<file path="src/rtl/cpu_pkg.sv">
// Shared definitions for the accumulator CPU: opcodes, default bus widths
// and the memory responder's FSM state type.
package cpu_pkg;

  localparam int AW_DEF = 5;
  localparam int DW_DEF = 8;

  localparam logic [2:0] OP_HLT = 3'b000;
  localparam logic [2:0] OP_SKZ = 3'b001;
  localparam logic [2:0] OP_ADD = 3'b010;
  localparam logic [2:0] OP_AND = 3'b011;
  localparam logic [2:0] OP_XOR = 3'b100;
  localparam logic [2:0] OP_LDA = 3'b101;
  localparam logic [2:0] OP_STO = 3'b110;
  localparam logic [2:0] OP_JMP = 3'b111;

  typedef enum logic [1:0] {
    ST_IDLE,
    ST_READ,
    ST_WRITE,
    ST_WAIT_WR_LOW
  } mem_state_t;

  // An instruction word carries the opcode in its top three bits.
  function automatic logic [2:0] opcodeOf(input logic [7:0] word);
    return word[7:5];
  endfunction

endpackage

</file>
<file path="src/rtl/mem_array.sv">
// 2^AW x DW register-file storage with one write port and a combinational
// read port; every word clears on reset.
module mem_array #(
  parameter int AW = 5,
  parameter int DW = 8
) (
  input  logic          clk,
  input  logic          rst_n,
  input  logic          i_we,
  input  logic [AW-1:0] i_waddr,
  input  logic [DW-1:0] i_wdata,
  input  logic [AW-1:0] i_raddr,
  output logic [DW-1:0] o_rdata
);

  logic [DW-1:0] r_mem [2**AW];

  always_ff @(posedge clk or negedge rst_n) begin
    if (!rst_n) begin
      for (int i = 0; i < 2**AW; i++) begin
        r_mem[i] <= '0;
      end
    end else if (i_we) begin
      r_mem[i_waddr] <= i_wdata;
    end
  end

  assign o_rdata = r_mem[i_raddr];

endmodule

</file>
<file path="src/rtl/mem_responder.sv">
// Memory-side responder for the CPU bus: serves rd/wr strobes against an
// internal register file, arbitrates preload and flags protocol violations.
module mem_responder
  import cpu_pkg::*;
#(
  parameter int AW = AW_DEF,
  parameter int DW = DW_DEF
) (
  input  logic          clk,
  input  logic          rst_n,
  input  logic [AW-1:0] addr,
  input  logic          rd,
  input  logic          wr,
  input  logic          data_e,
  input  logic [DW-1:0] data_in,
  input  logic          ld_en,
  input  logic [AW-1:0] ld_addr,
  input  logic [DW-1:0] ld_data,
  output logic [DW-1:0] data_out,
  output logic          rd_valid,
  output logic          wr_done,
  output logic          err
);

  mem_state_t    r_state;
  mem_state_t    w_nextState;
  logic [DW-1:0] r_dataOut;
  logic          r_rdValid;
  logic          r_wrDone;
  logic          r_err;

  logic          w_firstWr;
  logic          w_commit;
  logic          w_badWr;
  logic          w_collision;
  logic          w_read;
  logic          w_preload;
  logic          w_ldErr;
  logic          w_memWe;
  logic [AW-1:0] w_memWaddr;
  logic [DW-1:0] w_memWdata;
  logic [DW-1:0] w_memRdata;

  // A wr run starts only from IDLE/READ; later cycles of the run sit in WRITE/WAIT_WR_LOW.
  assign w_firstWr   = wr && (r_state == ST_IDLE || r_state == ST_READ);
  assign w_collision = rd && wr;
  assign w_commit    = w_firstWr && data_e && !rd;
  assign w_badWr     = w_firstWr && !data_e;
  assign w_read      = rd && !wr;
  assign w_preload   = ld_en && (r_state == ST_IDLE) && !rd && !wr;
  assign w_ldErr     = ld_en && !w_preload;

  assign w_memWe    = w_commit || w_preload;
  assign w_memWaddr = w_commit ? addr : ld_addr;
  assign w_memWdata = w_commit ? data_in : ld_data;

  mem_array #(
    .AW(AW),
    .DW(DW)
  ) u_mem (
    .clk     (clk),
    .rst_n   (rst_n),
    .i_we    (w_memWe),
    .i_waddr (w_memWaddr),
    .i_wdata (w_memWdata),
    .i_raddr (addr),
    .o_rdata (w_memRdata)
  );

  always_comb begin
    w_nextState = r_state;
    case (r_state)
      ST_IDLE, ST_READ: begin
        if (wr) begin
          w_nextState = w_commit ? ST_WRITE : ST_WAIT_WR_LOW;
        end else if (rd) begin
          w_nextState = ST_READ;
        end else begin
          w_nextState = ST_IDLE;
        end
      end
      ST_WRITE:       w_nextState = ST_WAIT_WR_LOW;
      ST_WAIT_WR_LOW: w_nextState = wr ? ST_WAIT_WR_LOW : ST_IDLE;
      default:        w_nextState = ST_IDLE;
    endcase
  end

  always_ff @(posedge clk or negedge rst_n) begin
    if (!rst_n) begin
      r_state   <= ST_IDLE;
      r_dataOut <= '0;
      r_rdValid <= 1'b0;
      r_wrDone  <= 1'b0;
      r_err     <= 1'b0;
    end else begin
      r_state   <= w_nextState;
      r_rdValid <= w_read;
      r_wrDone  <= w_commit;
      if (w_read) begin
        r_dataOut <= w_memRdata;
      end
      if (w_collision || w_badWr || w_ldErr) begin
        r_err <= 1'b1;
      end
    end
  end

  assign data_out = r_dataOut;
  assign rd_valid = r_rdValid;
  assign wr_done  = r_wrDone;
  assign err      = r_err;

endmodule

</file>
<file path="config.mk">
export PLATFORM = sky130hd
export DESIGN_NAME = mem_responder
export DESIGN_NICKNAME = d
export VERILOG_FILES = /design/src/rtl/cpu_pkg.sv /design/src/rtl/mem_array.sv /design/src/rtl/mem_responder.sv
export SDC_FILE = /design/constraint.sdc
export NUM_CORES = 1
export LEC_CHECK = 0
export CORE_UTILIZATION = 55
export CTS_CLUSTER_SIZE = 14
export DETAILED_ROUTE_END_ITERATION = 12
export PLACE_DENSITY = 0.73
export SYNTH_ARGS = -nofsm -noshare
export SYNTH_HDL_FRONTEND = slang
export SYNTH_HIERARCHICAL = 1
export SYNTH_SLANG_ARGS = --single-unit
</file>
<file path="constraint.sdc">
create_clock -name clk -period 3.4 [get_ports clk]
set_clock_uncertainty 0.05 [all_clocks]
set_input_delay 0.34 -clock clk [delete_from_list [all_inputs] [get_ports clk]]
set_output_delay 0.34 -clock clk [all_outputs]
set_load 0.02 [all_outputs]
</file>
==> results.txt <==
The distinct cell type count of the synthesized netlist came out at 30. Among cell families on the critical path, the largest total delay comes from simple AND/OR/NAND/NOR gates. The critical path required time came out at 3.77 ns. The share of power burned in registers came out at 47.9%. The total negative setup slack came out at 0 ns. The delay contributed by the slowest stage of the critical path is 0.57 ns. The DRC violation count after routing came out at 0.

The final-stage net count is 830. The library cell contributing the largest single delay on the critical path is sky130_fd_sc_hd__or3b_2. The tree is rooted in a sky130_fd_sc_hd__clkbuf_16.

By count the netlist is led by 276 x sky130_fd_sc_hd__mux2_2, 269 x sky130_fd_sc_hd__dfrtp_1, 80 x sky130_fd_sc_hd__mux4_2, 34 x sky130_fd_sc_hd__clkbuf_1, 18 x sky130_fd_sc_hd__nand2_1. The number of endpoints with negative hold slack in the final report came to 0. Counting flops and latches in the post-synthesis netlist gives 269. The count of clock tree sinks came out at 269. The top-level port count is between 40 and 50. In this run the number of H-tree levels came out at 1. The number of iterations in the first detailed-routing pass is 5. The worst setup path category is flip-flop to flip-flop. The pin slew with the least headroom to its limit came out at around 0.74 ns. The standby leakage power came out at 6.68 nW. The overall track demand over capacity in global routing is a little over a quarter. The power density over the cells came out at 521 nW/um^2. The area growth from synthesis to layout is 14.0%. The maximum clock insertion buffer count came out at 3.

The post-synthesis instance total came out at 749. Summed over all nets, the switching power comes to 1.69 mW. Yosys attributes the largest share of cell area to sky130_fd_sc_hd__dfrtp_1 54%, sky130_fd_sc_hd__mux2_2 25%, sky130_fd_sc_hd__mux4_2 15%, sky130_fd_sc_hd__mux2_4 1.1%, sky130_fd_sc_hd__clkbuf_1 1.0%.

The routed via count divided by cell count is between 6 and 7. The most common cell type on the critical path is sky130_fd_sc_hd__mux2_2. TritonCTS built the clock tree. The clock network fraction of design power is 42.1%. The largest net degree at the start of global routing is 94. The first-pass GRT wire length is 45000 um. The final number of max-transition violations came out at 0. The number of failing setup endpoints in the final timing report is 0. The congestion estimate from routability-driven global placement came to 0.786. The number of buffers added on ports came out at 42.

The via total after detailed routing is 6891. Setup repair after global routing left no endpoint under its margin. The area share of the largest cell type after synthesis came out at about 54%. In this run the tightest slew margin relative to its limit is about half. Clock-pin slew was measured on the worst setup and hold paths at 0.06 ns.

The number of antenna repair diodes came out at 0. The detail route stage leaves a number of antenna-violating nets equal to 0. Gates resized during post-CTS repair numbered 0. The switching power share of the total came out at ~23%. The area of the core came out at 22000 sq um. The final cycle utilization of the critical path came out at a little over four fifths. The count of flip-flops with a built-in enable after synthesis is 0. For this run the aggregate overflow at the end of global routing stands at 0.

The critical path contains buffers and inverters numbering 0 combined. The die area came out at 23100 sq um. The height of the die came out at 152 um. The number of placed instances with taps included came out at 1046. STA classifies the critical path startpoint as a flip-flop.

The estimated wirelength of the detail-placed design came out at 18300 um. The launch point of the worst hold path is ld_en. The number of global-route vias before repair came out at 7417. The area of the mapped netlist is 12400 sq um. The worst setup path is captured at a flip-flop.

The proportion of synthesized flip-flops having asynchronous set or reset came out at 100%. The fmax came out at approximately 350 MHz. Combinational logic is responsible for ~10% of the overall power.

The number of violations reported at the end of detailed-routing iteration 0 came out at 331. The number of antenna violations at the first check in global routing is 0. The launching instance or port of the critical path is r_state[1]$_DFF_PN0_. The yosys synthesis warning count is 6. By instance count, the leading cell after synthesis is sky130_fd_sc_hd__mux2_2.

The starting utilization of the core area came out at a little under three fifths. The number of buffers created by CTS is 29. The clock period could shrink to about 2.9 ns. The latest clock arrival within the worst-skew pair came out at 0.54 ns. Max-cap violations in this run came to 0. The biggest fanout along the worst timing path is 8. Data on the critical path arrives at its endpoint at between 3 and 4 ns. The sequential fraction of the synthesis area came out at around 54%.

The startpoint identified for the worst register-to-register timing path is r_state[1]$_DFF_PN0_. The share of cells above drive strength 1 is 54.4%. The min-delay analysis places its worst path in the category input port to flip-flop. The internal power contribution is 5.65 mW.

Among all flip-flop cells after synthesis, the most frequent one is sky130_fd_sc_hd__dfrtp_1. The synthesized design spends more area on one cell type than any other, namely sky130_fd_sc_hd__dfrtp_1. The final layout contains routed wiring with a total length of around 28000 um. The number of core rows came out at 54. Synthesis produced a netlist with a net count of about 800.

After synthesis, the mean cell area works out to 16.5 sq um. The critical path goes through nor3_4 -> mux2_2 -> or3b_2 -> nor2_2 -> mux2_2. The maximum vdd ir drop is approximately 0.00045 V.

Leaving out filler cells and counting taps, the final layout contains 1100. The chip width is 152 um. The flow ran to the end, and the final reports show no timing, DRC or antenna violations.

In the final routed layout, each cell accounts on average for between 20 and 30 um.
repair_timing:
item,in CTS,in global routing
endpoints found under the hold margin,89,0
hold buffers,1,0
buffers inserted,0,0
state kept, by name, indices dropped and copies added (netlist names):
signal / count
rd_valid: 1
data_out: 8
u_mem/r_mem: 256
wr_done: 1
r_state: 2
err: 1
worst min-delay path: stages:
cell and delay [ns]:
sky130_fd_sc_hd__clkdlybuf4s50_1 0.43, sky130_fd_sc_hd__o41ai_1 0.07, sky130_fd_sc_hd__nand2_1 0.05
metrics by stage:
stage               utilization [%]  hold WS, ns  area (sq um)  total power, mW  setup WS [ns]
global route                   64.2        0.335         14100             7.59          0.384
floorplan                         -     -0.00559         12400             4.01          0.782
finish                         64.2        0.350         14100             7.34          0.533
global placement               59.9        0.330         13100             4.26          0.186
CTS                            64.2        0.328         14100             7.41          0.556
detailed placement             59.9        0.348         13100             4.31          0.147
power by group through the flow:
stage	Clock, mW	Combinational, mW	Sequential [mW]
6_report	3.09	0.734	3.52
5_1_grt	3.26	0.788	3.54
4_1_cts	3.15	0.742	3.52
3_5_place_dp	0	0.737	3.57
3_3_place_gp	0	0.709	3.55
2_1_floorplan	0	0.461	3.55
cell type report:
type                            count  area (sq um)
Inverter                            2          7.51
Timing Repair Buffer               70           681
Clock inverter                      7          88.8
Tap cell                          280           350
Clock buffer                       46           850
Fill cell                        1519          7870
Multi-Input combinational cell    426          5380
Sequential cell                   269          6730
path summary, 6_finish.rpt:
kind / slack, ns / cells past startpoint / end
max: 0.53 / 5 / u_mem/r_mem[57]$_DFFE_PN0P_
min: 0.35 / 3 / err$_DFFE_PN0P_
max reg2reg: 0.53 / 5 / u_mem/r_mem[57]$_DFFE_PN0P_
min reg2reg: 0.43 / 2 / err$_DFFE_PN0P_
max in group asynchronous: 1.92 / 3 / u_mem/r_mem[249]$_DFFE_PN0P_
min in group asynchronous: 0.36 / 2 / u_mem/r_mem[242]$_DFFE_PN0P_
routing by layer:
layer | up-vias | global-route usage [%] | wire, um
met1 | 3780 | 37.9 | 12500
met3 | 43 | 3.88 | 1520
met2 | 148 | 41.6 | 13700
li1 | 2920 | - | -
met5 | - | 0 | 0
met4 | 0 | 6.90 | 694
cells by family (layout without fill, tap and decap cells):
logic type / after synthesis / after routing / synth area share (%)
buf+inv: 54 / 125 / 2.02
flops: 269 / 269 / 54.4
compound gates: 6 / 6 / 0.374
mux: 365 / 365 / 40.8
simple gates: 55 / 55 / 2.36
placed cells by master (no fill, tap or decap), types with 2 or more instances in the layout:
| cell type | count |
|---|---|
| sky130_fd_sc_hd__clkdlybuf4s50_1 | 39 |
| sky130_fd_sc_hd__nor3b_1 | 4 |
| sky130_fd_sc_hd__dfrtp_1 | 269 |
| sky130_fd_sc_hd__buf_4 | 24 |
| sky130_fd_sc_hd__buf_12 | 4 |
| sky130_fd_sc_hd__clkbuf_8 | 6 |
| sky130_fd_sc_hd__bufinv_16 | 2 |
| sky130_fd_sc_hd__mux4_2 | 80 |
| sky130_fd_sc_hd__nor2_1 | 13 |
| sky130_fd_sc_hd__clkinv_2 | 4 |
| sky130_fd_sc_hd__nor2_2 | 5 |
| sky130_fd_sc_hd__nand3b_1 | 5 |
| sky130_fd_sc_hd__inv_1 | 2 |
| sky130_fd_sc_hd__and3b_1 | 2 |
| sky130_fd_sc_hd__clkbuf_1 | 11 |
| sky130_fd_sc_hd__nand2_1 | 18 |
| sky130_fd_sc_hd__mux2_4 | 9 |
| sky130_fd_sc_hd__clkbuf_16 | 29 |
| sky130_fd_sc_hd__mux2_2 | 276 |
| sky130_fd_sc_hd__nand3_1 | 2 |
Note: power is estimated with default switching activity, not from simulation.
